<file path="config.mk">
export PLATFORM = sky130hd
export DESIGN_NAME = fetch_redirect_ctrl
export DESIGN_NICKNAME = d
export VERILOG_FILES = /design/src/rtl/fetch_redirect_ctrl_pkg.sv /design/src/rtl/fetch_redirect_ctrl_redirect_pending_buf.sv /design/src/rtl/fetch_redirect_ctrl.sv
export SDC_FILE = /design/constraint.sdc
export NUM_CORES = 1
export LEC_CHECK = 0
export ABC_AREA = 1
export BUFFER_PORTS_ARGS = -buffer_cell sky130_fd_sc_hd__buf_4
export CAP_MARGIN = 20
export CORE_UTILIZATION = 48
export DETAILED_ROUTE_END_ITERATION = 10
export PLACE_DENSITY = 0.84
export SLEW_MARGIN = 20
export SYNTH_ARGS = -nofsm -noshare
export SYNTH_HDL_FRONTEND = slang
export SYNTH_SLANG_ARGS = --single-unit
export TNS_END_PERCENT = 1
</file>
<file path="constraint.sdc">
create_clock -name clk -period 1.6 [get_ports clk]
set_clock_uncertainty 0.1 [all_clocks]
set_input_delay 0.08 -clock clk [delete_from_list [all_inputs] [get_ports clk]]
set_output_delay 0.08 -clock clk [all_outputs]
set_load 0.01 [all_outputs]
</file>
<file path="src/rtl/fetch_redirect_ctrl_pkg.sv">
// Shared constants for the fetch redirect controller: vector address, FSM encoding,
// Cause register field layout and the interrupt exception code.
package fetch_redirect_ctrl_pkg;

    localparam logic [31:0] DEFAULT_HANDLER_ADDR = 32'h0000_4180;

    typedef enum logic {
        ST_RUN  = 1'b0,
        ST_HALT = 1'b1
    } state_t;

    localparam int CAUSE_CODE_LSB = 2;
    localparam int CAUSE_CODE_MSB = 6;
    localparam int CAUSE_IP_LSB   = 10;
    localparam int CAUSE_IP_MSB   = 15;
    localparam int CAUSE_BD_BIT   = 31;

    localparam logic [4:0] EXC_CODE_INT = 5'd0;

    function automatic logic [31:0] build_cause(input logic [4:0] code,
                                                input logic       bd,
                                                input logic [5:0] ip);
        logic [31:0] c;
        c = '0;
        c[CAUSE_CODE_MSB:CAUSE_CODE_LSB] = code;
        c[CAUSE_IP_MSB:CAUSE_IP_LSB]     = ip;
        c[CAUSE_BD_BIT]                  = bd;
        return c;
    endfunction

endpackage

</file>
<file path="src/rtl/fetch_redirect_ctrl_redirect_pending_buf.sv">
// Single-entry buffer for a taken branch that arrived while fetch was stalled.
// A new load overwrites the held entry; clear drops it once issued or squashed.
module redirect_pending_buf (
    input  logic        clk,
    input  logic        reset,
    input  logic        load,
    input  logic [31:0] loadTarget,
    input  logic        clear,
    output logic        pendValid,
    output logic [31:0] pendTarget
);

    always_ff @(posedge clk) begin
        if (!reset) begin
            pendValid  <= 1'b0;
            pendTarget <= '0;
        end else if (load) begin
            pendValid  <= 1'b1;
            pendTarget <= loadTarget;
        end else if (clear) begin
            pendValid  <= 1'b0;
        end
    end

endmodule

</file>
<file path="src/rtl/fetch_redirect_ctrl.sv">
// Fetch redirect arbiter: exceptions, eret, taken branches and deferred branches,
// plus EPC/Cause/EXL state. Optional interrupt entry is enabled by FETCH_IRQ_EN.
module fetch_redirect_ctrl
    import fetch_redirect_ctrl_pkg::*;
#(
    parameter logic [31:0] HANDLER_ADDR = DEFAULT_HANDLER_ADDR
) (
    input  logic        clk,
    input  logic        reset,
    input  logic [31:0] fetchPC,
    input  logic        fetchException,
    input  logic        hazardStall,
    input  logic        brTaken,
    input  logic [31:0] brTarget,
    input  logic        exReq,
    input  logic [4:0]  exCode,
    input  logic [31:0] exPC,
    input  logic        exBD,
    input  logic        eret,
`ifdef FETCH_IRQ_EN
    input  logic [5:0]  irq,
    input  logic [5:0]  irqMask,
    input  logic        commitValid,
    input  logic [31:0] commitPC,
`endif
    output logic        absJump,
    output logic [31:0] absJumpAddress,
    output logic        pcStall,
    output logic        hang,
    output logic [31:0] epc,
    output logic [31:0] cause,
    output logic        exl
);

    state_t      state;
    state_t      state_next;
    logic        pend_load;
    logic        pend_clear;
    logic        pend_valid;
    logic [31:0] pend_target;
    logic        irq_take;
    logic [31:0] epc_q;
    logic [4:0]  code_q;
    logic        bd_q;
    logic [5:0]  ip_q;
    logic        exl_q;
    logic        jump;
    logic [31:0] jump_addr;
    logic        stall;
    logic        bubble;

    // The fetch PC is carried on the interface for debug visibility only.
    logic unused_fetch_pc;
    assign unused_fetch_pc = ^fetchPC;

`ifdef FETCH_IRQ_EN
    assign irq_take = (|(irq & irqMask)) & ~exl_q & commitValid & ~exReq;
`else
    assign irq_take = 1'b0;
`endif

    redirect_pending_buf u_pending (
        .clk        (clk),
        .reset      (reset),
        .load       (pend_load),
        .loadTarget (brTarget),
        .clear      (pend_clear),
        .pendValid  (pend_valid),
        .pendTarget (pend_target)
    );

    always_comb begin
        jump       = 1'b0;
        jump_addr  = '0;
        stall      = 1'b0;
        bubble     = 1'b0;
        pend_load  = 1'b0;
        pend_clear = 1'b0;
        state_next = state;
        if (reset) begin
            stall = hazardStall & ~(exReq | irq_take | eret);
            if (exReq || irq_take) begin
                jump       = 1'b1;
                jump_addr  = HANDLER_ADDR;
                pend_clear = 1'b1;
                state_next = ST_RUN;
            end else if (eret) begin
                jump       = 1'b1;
                jump_addr  = epc_q;
                pend_clear = 1'b1;
                state_next = ST_RUN;
            end else if (state == ST_HALT) begin
                bubble     = 1'b1;
                pend_clear = 1'b1;
            end else if (fetchException) begin
                // A faulting fetch squashes any branch arriving alongside it.
                bubble     = 1'b1;
                pend_clear = 1'b1;
                state_next = ST_HALT;
            end else if (brTaken) begin
                if (hazardStall) begin
                    pend_load = 1'b1;
                end else begin
                    jump       = 1'b1;
                    jump_addr  = brTarget;
                    pend_clear = 1'b1;
                end
            end else if (pend_valid && !hazardStall) begin
                jump       = 1'b1;
                jump_addr  = pend_target;
                pend_clear = 1'b1;
            end
        end
    end

    always_ff @(posedge clk) begin
        if (!reset) begin
            state  <= ST_RUN;
            epc_q  <= '0;
            code_q <= '0;
            bd_q   <= 1'b0;
            ip_q   <= '0;
            exl_q  <= 1'b0;
        end else begin
            state <= state_next;
            if (exReq) begin
                // A nested exception redirects but must not overwrite the saved context.
                if (!exl_q) begin
                    epc_q  <= exBD ? (exPC - 32'd4) : exPC;
                    code_q <= exCode;
                    bd_q   <= exBD;
                    exl_q  <= 1'b1;
                end
            end else if (irq_take) begin
`ifdef FETCH_IRQ_EN
                epc_q  <= commitPC;
                code_q <= EXC_CODE_INT;
                bd_q   <= 1'b0;
                ip_q   <= irq;
                exl_q  <= 1'b1;
`endif
            end else if (eret) begin
                exl_q <= 1'b0;
            end
        end
    end

    assign absJump        = jump;
    assign absJumpAddress = jump_addr;
    assign pcStall        = stall;
    assign hang           = bubble;
    assign epc            = epc_q;
    assign cause          = build_cause(code_q, bd_q, ip_q);
    assign exl            = exl_q;

endmodule

</file>
# Yosys cells after proc, flatten, opt, wreduce, memory -nomap -nowiden
# Cells that the tools add are included.
[classes] addsub=1 mux=39 bitwise=4 n_reduce_logical=5
[op_table] cell="$mux 32" n=9
[op_table] cell="$sub 32x3->32 const B" n=1
[op_table] cell="$mux 1" n=30
[op_table] cell="$reduce_bool 2->1" n=2
[op_table] cell="$not 1->1" n=2
[op_table] cell="$reduce_and 2->1" n=1
[op_table] cell="$and 1x1->1" n=1
[op_table] cell="$logic_and 1x1->1" n=1
[op_table] cell="$logic_not 1->1" n=1
[op_table] cell="$or 1x1->1" n=1
[word_totals] ff_bits=73 in_bits=109 output_inout_bits=100 elab_cells=56

# Longest topological paths before layout
[logic_depth] depth_word=11 depth_mapped=12 mapped_depth_nobuf=12

# Modules after synthesis
# A second synthesis with hierarchy kept.
[hier_totals] hier_cells=710 area_unflattened_um2=4591.9
[by_module_without_submodules] mod="fetch_redirect_ctrl" instances=1 cells_each=567 area_per_inst_um2=3435.8
[by_module_without_submodules] mod="redirect_pending_buf" instances=1 cells_each=143 area_per_inst_um2=1156.1

# Least setup slack after synthesis
# Ideal clock, no wire load.
[synth_path] kind="flip-flop to output port" start="reg state" end="out absJumpAddress[20]" arrival_time_ns=1.154 t_required_ns=1.420 setup_slack_ns=0.266 path_stages_with_launch=7 path_cell_list="dfxtp_1 -> nor2_1 -> nand2_1 -> inv_2 -> clkbuf_1 -> nand2_1 -> a21oi_1"
[synth_between] elab_chain_len=4
[synth_rtl] element="from (decl)" line="fetch_redirect_ctrl.sv:35" source="state_t state;"
[synth_rtl] element="from (signal assigned)" line="fetch_redirect_ctrl.sv:125" source="state <= state_next;"
[synth_rtl] element="$mux 32" line="fetch_redirect_ctrl.sv:92" source="end else if (state == ST_HALT) begin"
[synth_rtl] element="$mux 32" line="fetch_redirect_ctrl.sv:87" source="end else if (eret) begin"
[synth_rtl] element="$mux 32" line="fetch_redirect_ctrl.sv:82" source="if (exReq || irq_take) begin"
[synth_rtl] element="$mux 32" line="fetch_redirect_ctrl.sv:80" source="if (reset) begin"
[synth_rtl] element="to (decl)" line="fetch_redirect_ctrl.sv:27" source="output logic [31:0] absJumpAddress,"
# No other way between the ends.

# Worst setup path after layout
[layout_path] start="reg u_pending.pendValid" end="out absJumpAddress[30]"
[layout_between] elab_chain_len=8
[layout_rtl] element="from (decl)" line="fetch_redirect_ctrl_redirect_pending_buf.sv:9" source="output logic pendValid,"
[layout_rtl] element="from (signal assigned)" line="fetch_redirect_ctrl_redirect_pending_buf.sv:15" source="pendValid <= 1'b0;"
[layout_rtl] element="from (signal assigned)" line="fetch_redirect_ctrl_redirect_pending_buf.sv:18" source="pendValid <= 1'b1;"
[layout_rtl] element="from (signal assigned)" line="fetch_redirect_ctrl_redirect_pending_buf.sv:21" source="pendValid <= 1'b0;"
[layout_rtl] element="$logic_and 1x1->1" line="fetch_redirect_ctrl.sv:108" source="end else if (pend_valid && !hazardStall) begin"
[layout_rtl] element="$mux 32" line="fetch_redirect_ctrl.sv:108"
[layout_rtl] element="$mux 32" line="fetch_redirect_ctrl.sv:100" source="end else if (brTaken) begin"
[layout_rtl] element="$mux 32" line="fetch_redirect_ctrl.sv:95" source="end else if (fetchException) begin"
[layout_rtl] element="$mux 32" line="fetch_redirect_ctrl.sv:92"
[layout_rtl] element="$mux 32" line="fetch_redirect_ctrl.sv:87"
[layout_rtl] element="$mux 32" line="fetch_redirect_ctrl.sv:82"
[layout_rtl] element="$mux 32" line="fetch_redirect_ctrl.sv:80"
# No other way between the ends.

==> flow_summary.yaml <==
finish:
  drive_above_1_share_pct: 29.0
  final_cell_mix: "buf_4 (173), nand2_1 (161), nor2_1 (131)"
  final_common_cell: "buf_4"
  area_growth_pct: 51.4
  n_antenna_cell: 0
  fin_nets: 1074
power_and_ir_drop:
  p_int_w: 0.00306
  p_switching_w: 0.00138
  power.share.sequential_pct: 44.8
  finalPower_w: 0.00444
  clkPwrFrac_pct: 28.1
  power_frac_comb_pct: 27.1
  ir_drop_uv: 358
  swShare_pct: 31.1
  power-per-cell-area_mw_per_mm2: 629
  power_leakage_nw: 3.03
synthesis:
  syn_area_per_cell_sq_um: 6.22
  netlist_area_sq_mm: 0.00466
  synth_cell_types: 39
  yosysWarningCount: 0
  syn_inst: 750
  seq_area_frac_synth_pct: 31.3
  ys_ff_latch: 73
global_route:
  grt_max_degree: 36
  grt_usage_pct: 31.5
  grt_first_pass_wirelength_um: 24900
  grt_overflow: 0
  grt_antenna_before_repair: 0
  grt_pass1_vias: 5115
setup_path:
  r2r-end: "u_pending.pendTarget[18]"
  rrSetupSlack_ns: 0.06
  crit_buf_inv: 2
  r2r-start: "state"
  reg2reg_depth: 8
  cp.depth: 6
  worst_path_largest_cell_delay_ns: 0.35
  end_kind: "primary output"
  crit_arrival_ns: 1.51
  worstSetupStartpointType: "flop"
  cpLargestDelayFamily: "flip-flops"
  crit_type: "flop to primary output"
  required_ns: 1.42
  path_cells: "nand2_2 > buf_12 > o21ai_1 > nand2_1 > a21oi_1 > buf_4"
  slowest_stage: "dfxtp_2"
  critPathCapture: "absJumpAddress[30]"
  critPathMaxFanout: 24
  critical_path.startpoint: "u_pending.pendValid"
timing:
  drv_slew: 0
  rsz0062_at_grt: "true"
  finalSetupViolCount: 33
  clock.fmax_mhz: 590
  hold_slack_ns: 0.0134
  fin_ws_ns: -0.0943
  layout_min_cycle_time_ns: 1.69
  finalCritPeriodShare_pct: 106
  hold_viol: 0
clock_tree:
  clk_transition_reported_paths_ns: 0.07
  h-tree-depth: 3
  cts.sinks: 73
  numCtsBuffers: 9
  root_buffer: "clkbuf_8"
  clock_latency_ns: 0.34
  cts_tree: "built"
  cts_max_path_buffers: 2
route:
  via_count: 5776
  drt-total-wl_um: 16400
  post_drt_wl_per_cell_um: 15.0
  drc_errors: 0
  first_pass_iters: 5
  ant_nets: 0
  drt_iter0_markers: 286
  vias_per_cell: 5.27
place:
  place_congestion: 0.916
  port_buffers: 150
  pre_cts_slack_ns: 0.0749
  place_hpwl_um: 10700
floorplan:
  dieWidth_um: 101
  ios: 209
  die_h_um: 101
  row_count: 35
  die_area_sq_mm: 0.0101
  start_util_pct: 50.0
  core_sq_mm: 0.00933
run_status:
  failed_checks: "setup timing"
  status: "complete, but fails checks"
hold_path:
  holdCritPathClass: "input port to flop"
job:
  maxCapViolCount: 0
[flip-flops by register name (all words and copies together) (netlist names)]
name                  count
bd_q                      1
code_q                    5
u_pending.pendTarget     32
state                     1
u_pending.pendValid       1
epc                      32
exl                       1
[routing by layer]
layer / share of wire, % / global-route usage, %
met5: 0 / 0
met4: 3.2 / 13.7
met3: 7.5 / 4.51
met2: 49 / 52.9
met1: 41 / 40.2
[Yosys cell counts]
| library cell | count | share of area (%) |
|---|---|---|
| nor2_8 | 1 | 0.43 |
| clkbuf_2 | 1 | 0.11 |
| clkbuf_1 | 24 | 1.9 |
| a31oi_1 | 7 | 0.94 |
| clkinv_1 | 1 | 0.080 |
| nor2_1 | 139 | 11 |
| o21bai_1 | 2 | 0.32 |
| nand3_2 | 3 | 0.64 |
| conb_1 | 1 | 0.080 |
| inv_2 | 9 | 0.72 |
| o221a_2 | 1 | 0.24 |
| o31ai_1 | 1 | 0.16 |
| nor4_1 | 1 | 0.13 |
| buf_6 | 3 | 0.72 |
| nand2_4 | 1 | 0.24 |
| xor2_1 | 4 | 0.75 |
| nand2_2 | 6 | 0.81 |
| o211ai_1 | 1 | 0.16 |
| nor3_1 | 2 | 0.21 |
| dfxtp_1 | 73 | 31 |
| buf_2 | 15 | 1.6 |
| a21oi_1 | 46 | 4.9 |
| buf_4 | 27 | 4.3 |
| nand3_4 | 1 | 0.38 |
| a21boi_0 | 2 | 0.32 |
| nand4_1 | 11 | 1.5 |
| nor2_2 | 5 | 0.67 |
| nor2_4 | 7 | 1.7 |
| o21ai_0 | 79 | 8.5 |
| and2_1 | 1 | 0.13 |
| inv_1 | 34 | 2.7 |
| nand3b_1 | 1 | 0.16 |
| nand3_1 | 49 | 5.3 |
| o21ai_1 | 17 | 1.8 |
| a22oi_1 | 3 | 0.48 |
| a21oi_2 | 2 | 0.38 |
| xnor2_1 | 1 | 0.19 |
| ha_1 | 1 | 0.27 |
| nand2_1 | 167 | 13 |
[final cells by class]
class	count	area [sq um]
multi-input cells	588	2970
fillers	738	2270
repair buffers	248	2140
flip-flops and latches	73	1460
inverters	44	173
well taps	129	161
clock buffers	12	145
clock inverters	1	5.00
[power by group through the flow]
| stage | Sequential, W | Combinational (W) | Clock [W] |
|---|---|---|---|
| 2_1_floorplan | 0.00203 | 0.000501 | 0 |
| 3_3_place_gp | 0.00202 | 0.000953 | 0 |
| 3_5_place_dp | 0.00202 | 0.000961 | 0 |
| 4_1_cts | 0.00198 | 0.00112 | 0.00124 |
| 5_1_grt | 0.00200 | 0.00130 | 0.00132 |
| 6_report | 0.00199 | 0.00120 | 0.00125 |
[cells by family (layout without fill, tap and decap cells)]
family,after synthesis,after routing,share of synthesized area [%]
buffers and inverters,114,305,12.3
AOI/OAI and AO/OA,161,161,18.2
and+or+nand+nor,395,395,36.9
xor gates and xnor gates,5,5,0.939
adders and majority gates,1,1,0.268
DFF,73,73,31.3
other,1,26,0.0804
[stage by stage]
step	cell area, sq um	util, %	TNS, ns	std cells
after global routing	7060	75.7	-4.62	1095
after detailed placement	5870	62.9	0	1009
after floorplan	4760	-	0	775
final	7060	75.7	-1.55	1095
after CTS	6800	72.9	-1.08	1092
after global placement	5870	62.9	0	1009
[worst reg2reg max path: stages, from the launching register on]
cell and delay (ns):
dfxtp_2 0.32, nor2_4 0.11, nand2_2 0.08, clkinv_4 0.12, buf_4 0.13, nand3_2 0.10, buf_4 0.23, o21ai_0 0.21
nor2_1 0.06
[worst min-delay path by stage]
| stage | from | slack (ns) | end | depth (start not counted) |
|---|---|---|---|---|
| 3_3_place_gp | exReq | 0.18 | state | 2 |
| 3_5_place_dp | exReq | 0.18 | state | 2 |
| 4_1_cts | exPC[27] | 0.002 | epc[27] | 5 |
| 6_report | exPC[27] | 0.01 | epc[27] | 5 |
| 5_1_grt | exPC[24] | 0.04 | epc[24] | 5 |
| 2_1_floorplan | exCode[2] | 0.11 | code_q[2] | 2 |
[timing repair]
item	4_1_cts	5_1_grt
endpoints found under the setup margin	33	61
resized for setup	40	56
gates cloned	1	3
setup buffers	1	0
hold endpoints to repair	67	0
hold buffers	68	0
pin swaps	1	7
Power figures use the tool's default switching activity.
